$ cat config.mk
export PLATFORM = sky130hd
export DESIGN_NAME = vcdemux
export DESIGN_NICKNAME = d
export VERILOG_FILES = /design/src/rtl/vcdemux_pkg.sv /design/src/rtl/vcdemux_vcfifo.sv /design/src/rtl/vcdemux.sv
export SDC_FILE = /design/constraint.sdc
export NUM_CORES = 1
export LEC_CHECK = 0
export BUFFER_PORTS_ARGS = -buffer_cell sky130_fd_sc_hd__buf_4
export CAP_MARGIN = 20
export CORE_MARGIN = 4
export CORE_UTILIZATION = 40
export CTS_CLUSTER_SIZE = 8
export DETAILED_ROUTE_END_ITERATION = 8
export GPL_TIMING_DRIVEN = 0
export SETUP_SLACK_MARGIN = 0.4
export SKIP_CTS_REPAIR_TIMING = 1
export SYNTH_ARGS = -nofsm -noshare
export SYNTH_HDL_FRONTEND = slang
export SYNTH_SLANG_ARGS = --single-unit
$ cat constraint.sdc
create_clock -name clk -period 7.8 [get_ports clk]
set_input_delay 0.78 -clock clk [delete_from_list [all_inputs] [get_ports clk]]
set_output_delay 0.78 -clock clk [all_outputs]
set_load 0.1 [all_outputs]
$ cat src/rtl/vcdemux_pkg.sv
// Shared constants for the receive-side VC demultiplexer: enables, VC geometry,
// flit width and default FIFO depth.
package vcdemux_pkg;

    localparam logic        ENABLE    = 1'b1;
    localparam logic        ENABLE_N  = 1'b0;

    localparam int unsigned NUM_VC    = 2;
    localparam int unsigned VC_W      = 1;

    localparam int unsigned FLIT_W    = 64;
    localparam int unsigned DEPTH_DEF = 4;

    // Pointer width for a power-of-two depth; never narrower than one bit.
    function automatic int unsigned ptr_w(input int unsigned depth);
        return (depth > 1) ? $clog2(depth) : 1;
    endfunction

endpackage

$ cat src/rtl/vcdemux_vcfifo.sv
// Single-VC first-word-fall-through FIFO with registered credit pulse per dequeue.
// With VCDEMUX_OVF_EN defined it also keeps a sticky overflow flag.
module vcfifo
    import vcdemux_pkg::*;
#(
    parameter int unsigned DATA_WIDTH = FLIT_W,
    parameter int unsigned DEPTH      = DEPTH_DEF
) (
    input  logic                  clk,
    input  logic                  rst_,
    input  logic                  wr_en,
    input  logic [DATA_WIDTH-1:0] wr_data,
    input  logic                  rd_en,
    output logic                  valid,
    output logic [DATA_WIDTH-1:0] rd_data,
    output logic                  credit
`ifdef VCDEMUX_OVF_EN
    ,
    output logic                  ovf
`endif
);

    localparam int unsigned AW = ptr_w(DEPTH);
    localparam int unsigned CW = AW + 1;

    logic [DATA_WIDTH-1:0] mem_q [DEPTH];
    logic [DATA_WIDTH-1:0] mem_d [DEPTH];
    logic [AW-1:0]         wr_ptr_q, wr_ptr_d;
    logic [AW-1:0]         rd_ptr_q, rd_ptr_d;
    logic [CW-1:0]         cnt_q, cnt_d;
    logic                  credit_q, credit_d;
    logic                  full, empty, do_rd, do_wr;
`ifdef VCDEMUX_OVF_EN
    logic                  ovf_q, ovf_d;
`endif

    // A full FIFO still accepts a write when the head leaves on the same edge.
    always_comb begin
        full     = (cnt_q == CW'(DEPTH));
        empty    = (cnt_q == CW'(0));
        do_rd    = rd_en && !empty;
        do_wr    = wr_en && (!full || do_rd);
        mem_d    = mem_q;
        if (do_wr) begin
            mem_d[wr_ptr_q] = wr_data;
        end
        wr_ptr_d = do_wr ? (wr_ptr_q + AW'(1)) : wr_ptr_q;
        rd_ptr_d = do_rd ? (rd_ptr_q + AW'(1)) : rd_ptr_q;
        cnt_d    = cnt_q + CW'(do_wr) - CW'(do_rd);
        credit_d = do_rd ? ENABLE : ENABLE_N;
`ifdef VCDEMUX_OVF_EN
        ovf_d    = ovf_q | (wr_en && full && !do_rd);
`endif
    end

    always_ff @(posedge clk) begin
        mem_q <= mem_d;
        if (!rst_) begin
            wr_ptr_q <= '0;
            rd_ptr_q <= '0;
            cnt_q    <= '0;
            credit_q <= 1'b0;
`ifdef VCDEMUX_OVF_EN
            ovf_q    <= 1'b0;
`endif
        end else begin
            wr_ptr_q <= wr_ptr_d;
            rd_ptr_q <= rd_ptr_d;
            cnt_q    <= cnt_d;
            credit_q <= credit_d;
`ifdef VCDEMUX_OVF_EN
            ovf_q    <= ovf_d;
`endif
        end
    end

    // Head presentation comes only from stored state; zero when empty.
    always_comb begin
        valid   = !empty;
        rd_data = valid ? mem_q[rd_ptr_q] : '0;
        credit  = credit_q;
`ifdef VCDEMUX_OVF_EN
        ovf     = ovf_q;
`endif
    end

endmodule

$ cat src/rtl/vcdemux.sv
// Router input-port VC demultiplexer: steers link flits into two per-VC FIFOs
// and returns per-VC credits. VCDEMUX_OVF_EN adds the sticky oovf flags.
module vcdemux
    import vcdemux_pkg::*;
#(
    parameter int unsigned DATA_WIDTH = FLIT_W,
    parameter int unsigned DEPTH      = DEPTH_DEF
) (
    input  logic                  clk,
    input  logic                  rst_,
    input  logic                  ivalid,
    input  logic [DATA_WIDTH-1:0] idata,
    input  logic [VC_W-1:0]       ivch,
    output logic                  ovalid0,
    output logic                  ovalid1,
    output logic [DATA_WIDTH-1:0] odata0,
    output logic [DATA_WIDTH-1:0] odata1,
    input  logic                  ird0,
    input  logic                  ird1,
    output logic [NUM_VC-1:0]     ocredit
`ifdef VCDEMUX_OVF_EN
    ,
    output logic [NUM_VC-1:0]     oovf
`endif
);

    logic wr_en0, wr_en1;

    always_comb begin
        wr_en0 = ivalid && (ivch == VC_W'(0));
        wr_en1 = ivalid && (ivch == VC_W'(1));
    end

    vcfifo #(
        .DATA_WIDTH (DATA_WIDTH),
        .DEPTH      (DEPTH)
    ) u_vc0 (
        .clk     (clk),
        .rst_    (rst_),
        .wr_en   (wr_en0),
        .wr_data (idata),
        .rd_en   (ird0),
        .valid   (ovalid0),
        .rd_data (odata0),
        .credit  (ocredit[0])
`ifdef VCDEMUX_OVF_EN
        ,
        .ovf     (oovf[0])
`endif
    );

    vcfifo #(
        .DATA_WIDTH (DATA_WIDTH),
        .DEPTH      (DEPTH)
    ) u_vc1 (
        .clk     (clk),
        .rst_    (rst_),
        .wr_en   (wr_en1),
        .wr_data (idata),
        .rd_en   (ird1),
        .valid   (ovalid1),
        .rd_data (odata1),
        .credit  (ocredit[1])
`ifdef VCDEMUX_OVF_EN
        ,
        .ovf     (oovf[1])
`endif
    );

endmodule
[Yosys cells after proc, flatten, opt, wreduce, memory -nomap -nowiden]
Index checks and enable logic that the tools add are counted.
Widths: inputs -> output; s select.
Operators by class
  reduce and logical (&&, ||, !) cells: 16
  shift operators: 0
  divide/modulo/power cells: 0
  bitwise gates (word level): 5
  order comparisons: 6
  muxes and demuxes: 16
  equality and inequality tests: 2
  add/sub/neg operators: 8
  $mul: 0
Operators by type and width (number)
  $bwmux 256: 2
  $mux 64: 8
  $bmux 64 s2: 2
  $demux 64 s2: 2
  $ge 3x3->1 const B: 4
  $not 2->3: 4
  $add 2x1->2 const B: 4
  $logic_and 1x1->1: 8
  $add 3x1->3: 2
  $eq 3x3->1 const B: 2
  $logic_not 3->1: 2
  $lt 3x1->1 const B: 2
  $sub 3x1->3: 2
  $logic_not 1->1: 4
  $logic_or 1x1->1: 2
  $mux 1: 2
  $not 1->1: 1
Word-level totals
  input bits: 70
  output and inout port bits: 132
  logic and storage cells: 69
  RAM bits: 0
  bits in read-only memories: 0
  memories kept: 0
  flip-flop bits (word level): 528
  bits in latches: 0

[Depth between registers and ports, before layout]
  word-level depth: 7
  depth in mapped cells: 10
  depth with buffers taken out: 10

[Modules after synthesis]
From an unflattened synthesis, not the netlist that was laid out.
Second synthesis, totals
  cell total of the unflattened synthesis: 910
  area, all modules: 20323.2 um2
Modules (own cells, without submodules)
  vcfifo: area each 10153.5 um2, cells each 454, instances 2, sequential area each 7847.5 um2
  vcdemux: area each 16.3 um2, cells each 2, instances 1, sequential area each 0.0 um2

[Worst setup path after synthesis]
Ideal clock, no wire load.
  path kind: flip-flop to output port
  start: register u_vc1.cnt_q[1]
  end: output port odata1[54]
  required time: 7020 ps
  cell stages (with the launch flop): 4
  data arrival time: 2431 ps
  path buffers: 1
  slack: 4589 ps
  cells stage by stage: dfxtp_1 > or3_1 > clkbuf_1 > and2_1
Between the ends
  cells in the longest elaborated chain, start to end: 2
RTL lines
  start, declared: RTL line vcdemux_vcfifo.sv:30  | logic [CW-1:0] cnt_q, cnt_d;
  start signal, assigned: RTL line vcdemux_vcfifo.sv:69  | cnt_q <= cnt_d;
  $logic_not 3->1: RTL line vcdemux_vcfifo.sv:40  | empty = (cnt_q == CW'(0));
  $mux 64: RTL line vcdemux_vcfifo.sv:80  | rd_data = valid ? mem_q[rd_ptr_q] : '0;
  end, declared: RTL line vcdemux.sv:17  | output logic [DATA_WIDTH-1:0] odata1,
Every way passes these cells.

[Worst setup path in the final report]
  start: register u_vc0.cnt_q[1]
  end: output port odata0[31]
Between the ends
  cells in the longest elaborated chain, start to end: 2
RTL lines
  start, declared: RTL line vcdemux_vcfifo.sv:30
  start signal, assigned: RTL line vcdemux_vcfifo.sv:69
  $logic_not 3->1: RTL line vcdemux_vcfifo.sv:40
  $mux 64: RTL line vcdemux_vcfifo.sv:80
  end, declared: RTL line vcdemux.sv:16  | output logic [DATA_WIDTH-1:0] odata0,
Every way passes these cells.

==> results.sh <==
export IMPL_finalSetupViolCount=0
export IMPL_dpl_hpwl_um=26900
export IMPL_drtPass1Iterations=5
export IMPL_syn_nets=993
export IMPL_post_route_period_util_pct=46.8
export IMPL_yosys_register_bits=528
export IMPL_tritoncts="done"
export IMPL_synthMuxAreaShare_pct=14.4
export IMPL_syn_to_final_growth_pct=22.9
export IMPL_grt_total_usage_pct=17.1
export IMPL_timing_hold_ws_ns=0.417
export IMPL_async_flop_share_pct=0
export IMPL_synth_top_family_by_area="multiplexers"
export IMPL_fmax_ghz=0.274
export IMPL_grt_ovfl_total=0
export IMPL_hold_class="input pin to flip-flop"
export IMPL_synth_warnings=0
export IMPL_path_cells="or3_1 -> clkbuf_1 -> clkbuf_1 -> and2_1 -> buf_4"
export IMPL_syn_inst=909
export IMPL_synth_flop_cell="edfxtp_1"
export IMPL_ios=202
export IMPL_detail_route_antenna_nets=0
export IMPL_htreeDepth=3
export IMPL_die_w_um=233
export IMPL_ys_types=24
export IMPL_crit_top_cell="clkbuf_1"
export IMPL_final_nets=1280
export IMPL_synth_compound_area_share_pct=0.135
export IMPL_cts_max_path_buffers=3
export IMPL_critical_path_buf_inv_count=3
export IMPL_crit_family="buffers and inverters"
export IMPL_crit_path_top_delay_cell="clkbuf_1"
export IMPL_startpoint_type="flip-flop"
export IMPL_synth_xor_area_share_pct=0.259
export IMPL_max_stage_delay_ns=0.51
export IMPL_io_buffers=201
export IMPL_grt_start_max_net_pins=45
export IMPL_viasPerCell=5.18
export IMPL_clk_latency_ns=0.60
export IMPL_core_um2=50200
export IMPL_synthSimpleGateAreaFrac_pct=5.07
export IMPL_syn_area_um2=20300
export IMPL_relSlewSlack_pct=46.7
export IMPL_worstMarginPinSlew_ns=0.800
export IMPL_min_period_ns=3.65
export IMPL_path_max_fanout=10
export IMPL_crit_type="flip-flop to primary output"
export IMPL_required_ns=7.02
export IMPL_die_height_um=233
export IMPL_wl_per_cell_um=24.4
export IMPL_critPathCaptureType="primary output"
export IMPL_numCtsBuffers=76
export IMPL_synth_seq_area_share_pct=77.2
export IMPL_synth_edf_count=512
export IMPL_placement_setup_worst_slack_ns=4.64
export IMPL_drc=0
export IMPL_cts_sinks=528
export IMPL_postSynthAreaPerCell_um2=22.4
export IMPL_hold_viol=0
export IMPL_die_area_um2=54500
export IMPL_grt_pass1_vias=10382
export IMPL_root_buffer="clkbuf_16"
export IMPL_maxSlewViolCount=0
export IMPL_clkTransAtPathRegs_ns=0.05
export IMPL_initial_core_util_pct=40.5
export IMPL_gp_congestion=0.665
export IMPL_setup_ws_ns=4.15
export IMPL_rsz0062_at_grt="false"
export IMPL_finClkSkew_ns=0.0123
export IMPL_synth_fa_ha_area_share_pct=0.936
export IMPL_vias=9752
export IMPL_rows=82
export IMPL_routed_wl_um=46000
export IMPL_tns_ns=0
export IMPL_grt_pass1_wl_um=67400
export IMPL_arrival_ns=2.87
export IMPL_drt_iter0_markers=818
export IMPL_grt_antenna_before_repair=6
export IMPL_drive_gt1_share_pct=37.9
export IMPL_cap_violations=0
export IMPL_status="completed"
## synthesized netlist by cell type, types with 4 or more instances
master | instances | area, um2
edfxtp_1 | 512 | 15400
and2_1 | 144 | 901
mux4_2 | 128 | 2880
clkbuf_1 | 18 | 67.6
dfxtp_1 | 16 | 320
buf_2 | 14 | 70.1
ha_1 | 12 | 150
nand2_1 | 11 | 41.3
inv_1 | 10 | 37.5
buf_12 | 8 | 160
buf_4 | 6 | 45.0
xnor2_1 | 6 | 52.6
mux2i_1 | 4 | 40.0
## cell usage in the layout, fill, tap and decap left out
cell type    n
and3_1       2
edfxtp_1   512
ha_1        12
or3_1        2
nor3b_2      1
buf_6        2
buf_2       14
mux4_2     128
nor2_1       1
fa_1         2
buf_12      10
buf_16       6
nor2b_1      2
mux2i_1      4
nor4b_1      2
diode_2      3
inv_1       10
clkbuf_16   81
clkbuf_1    27
nand4b_1     2
dfxtp_1     16
nand2_1     11
and2_4       8
o311ai_0     2
xnor2_1      6
buf_4      207
o21ai_0      2
clkinv_4     1
and2_1     136
## metal layers
metal,vias up,part of all wire (%),track usage [%]
li1,4218,-,-
met1,5161,42,22.8
met2,281,49,27.6
met3,86,6.5,4.66
met4,6,1.9,5.27
met5,-,0.12,0
## flip-flops by register name, indices dropped and copies added (netlist names)
register        cells
u_vc0.wr_ptr_q      2
u_vc0.rd_ptr_q      2
u_vc1.cnt_q         3
u_vc1.credit        1
u_vc0.mem_q       256
u_vc0.credit        1
u_vc0.cnt_q         3
u_vc1.wr_ptr_q      2
u_vc1.rd_ptr_q      2
u_vc1.mem_q       256
## stage by stage
step	utilization, %	area, um2	instances
3_5_place_dp	45.6	22900	1790
5_1_grt	49.8	25000	1881
2_1_floorplan	-	20300	909
6_report	49.8	25000	1884
3_3_place_gp	45.2	22700	1782
4_1_cts	49.8	25000	1881
## area by class of cell
class | instances | area (um2)
clock buffers | 90 | 2060
repair buffers | 209 | 1710
fillers | 4106 | 25200
flip-flops and latches | 528 | 15700
clock inverters | 1 | 8.76
plain buffers | 48 | 365
diodes | 3 | 7.51
multi-input cells | 323 | 4240
well taps | 672 | 841
inverters | 10 | 37.5
## worst paths after layout
path / slack [ns] / to / from / depth (start not counted)
hold reg to reg: 0.50 / u_vc0.wr_ptr_q[1]$_SDFFE_PN0P_ / u_vc0.wr_ptr_q[1]$_SDFFE_PN0P_ / 2
hold / removal: 0.42 / u_vc0.mem_q[191]$_DFFE_PP_ / idata[63] / 1
setup reg to reg: 5.26 / u_vc1.cnt_q[2]$_SDFF_PN0_ / u_vc1.cnt_q[1]$_SDFF_PN0_ / 10
setup / recovery: 4.15 / odata0[31] / u_vc0.cnt_q[1]$_SDFF_PN0_ / 5
## cells by family (layout without fill, tap and decap cells)
group,count (synthesis),in the layout
flops,528,528
other cells,0,3
buf+inv,58,358
compound gates,4,4
mux,132,132
xor+xnor,6,6
simple gates,167,167
fa+ha+maj,14,14
Power is left out: the tool's default activity adds up to more than one toggle a clock period on the data nets, which glitch-free logic cannot reach.
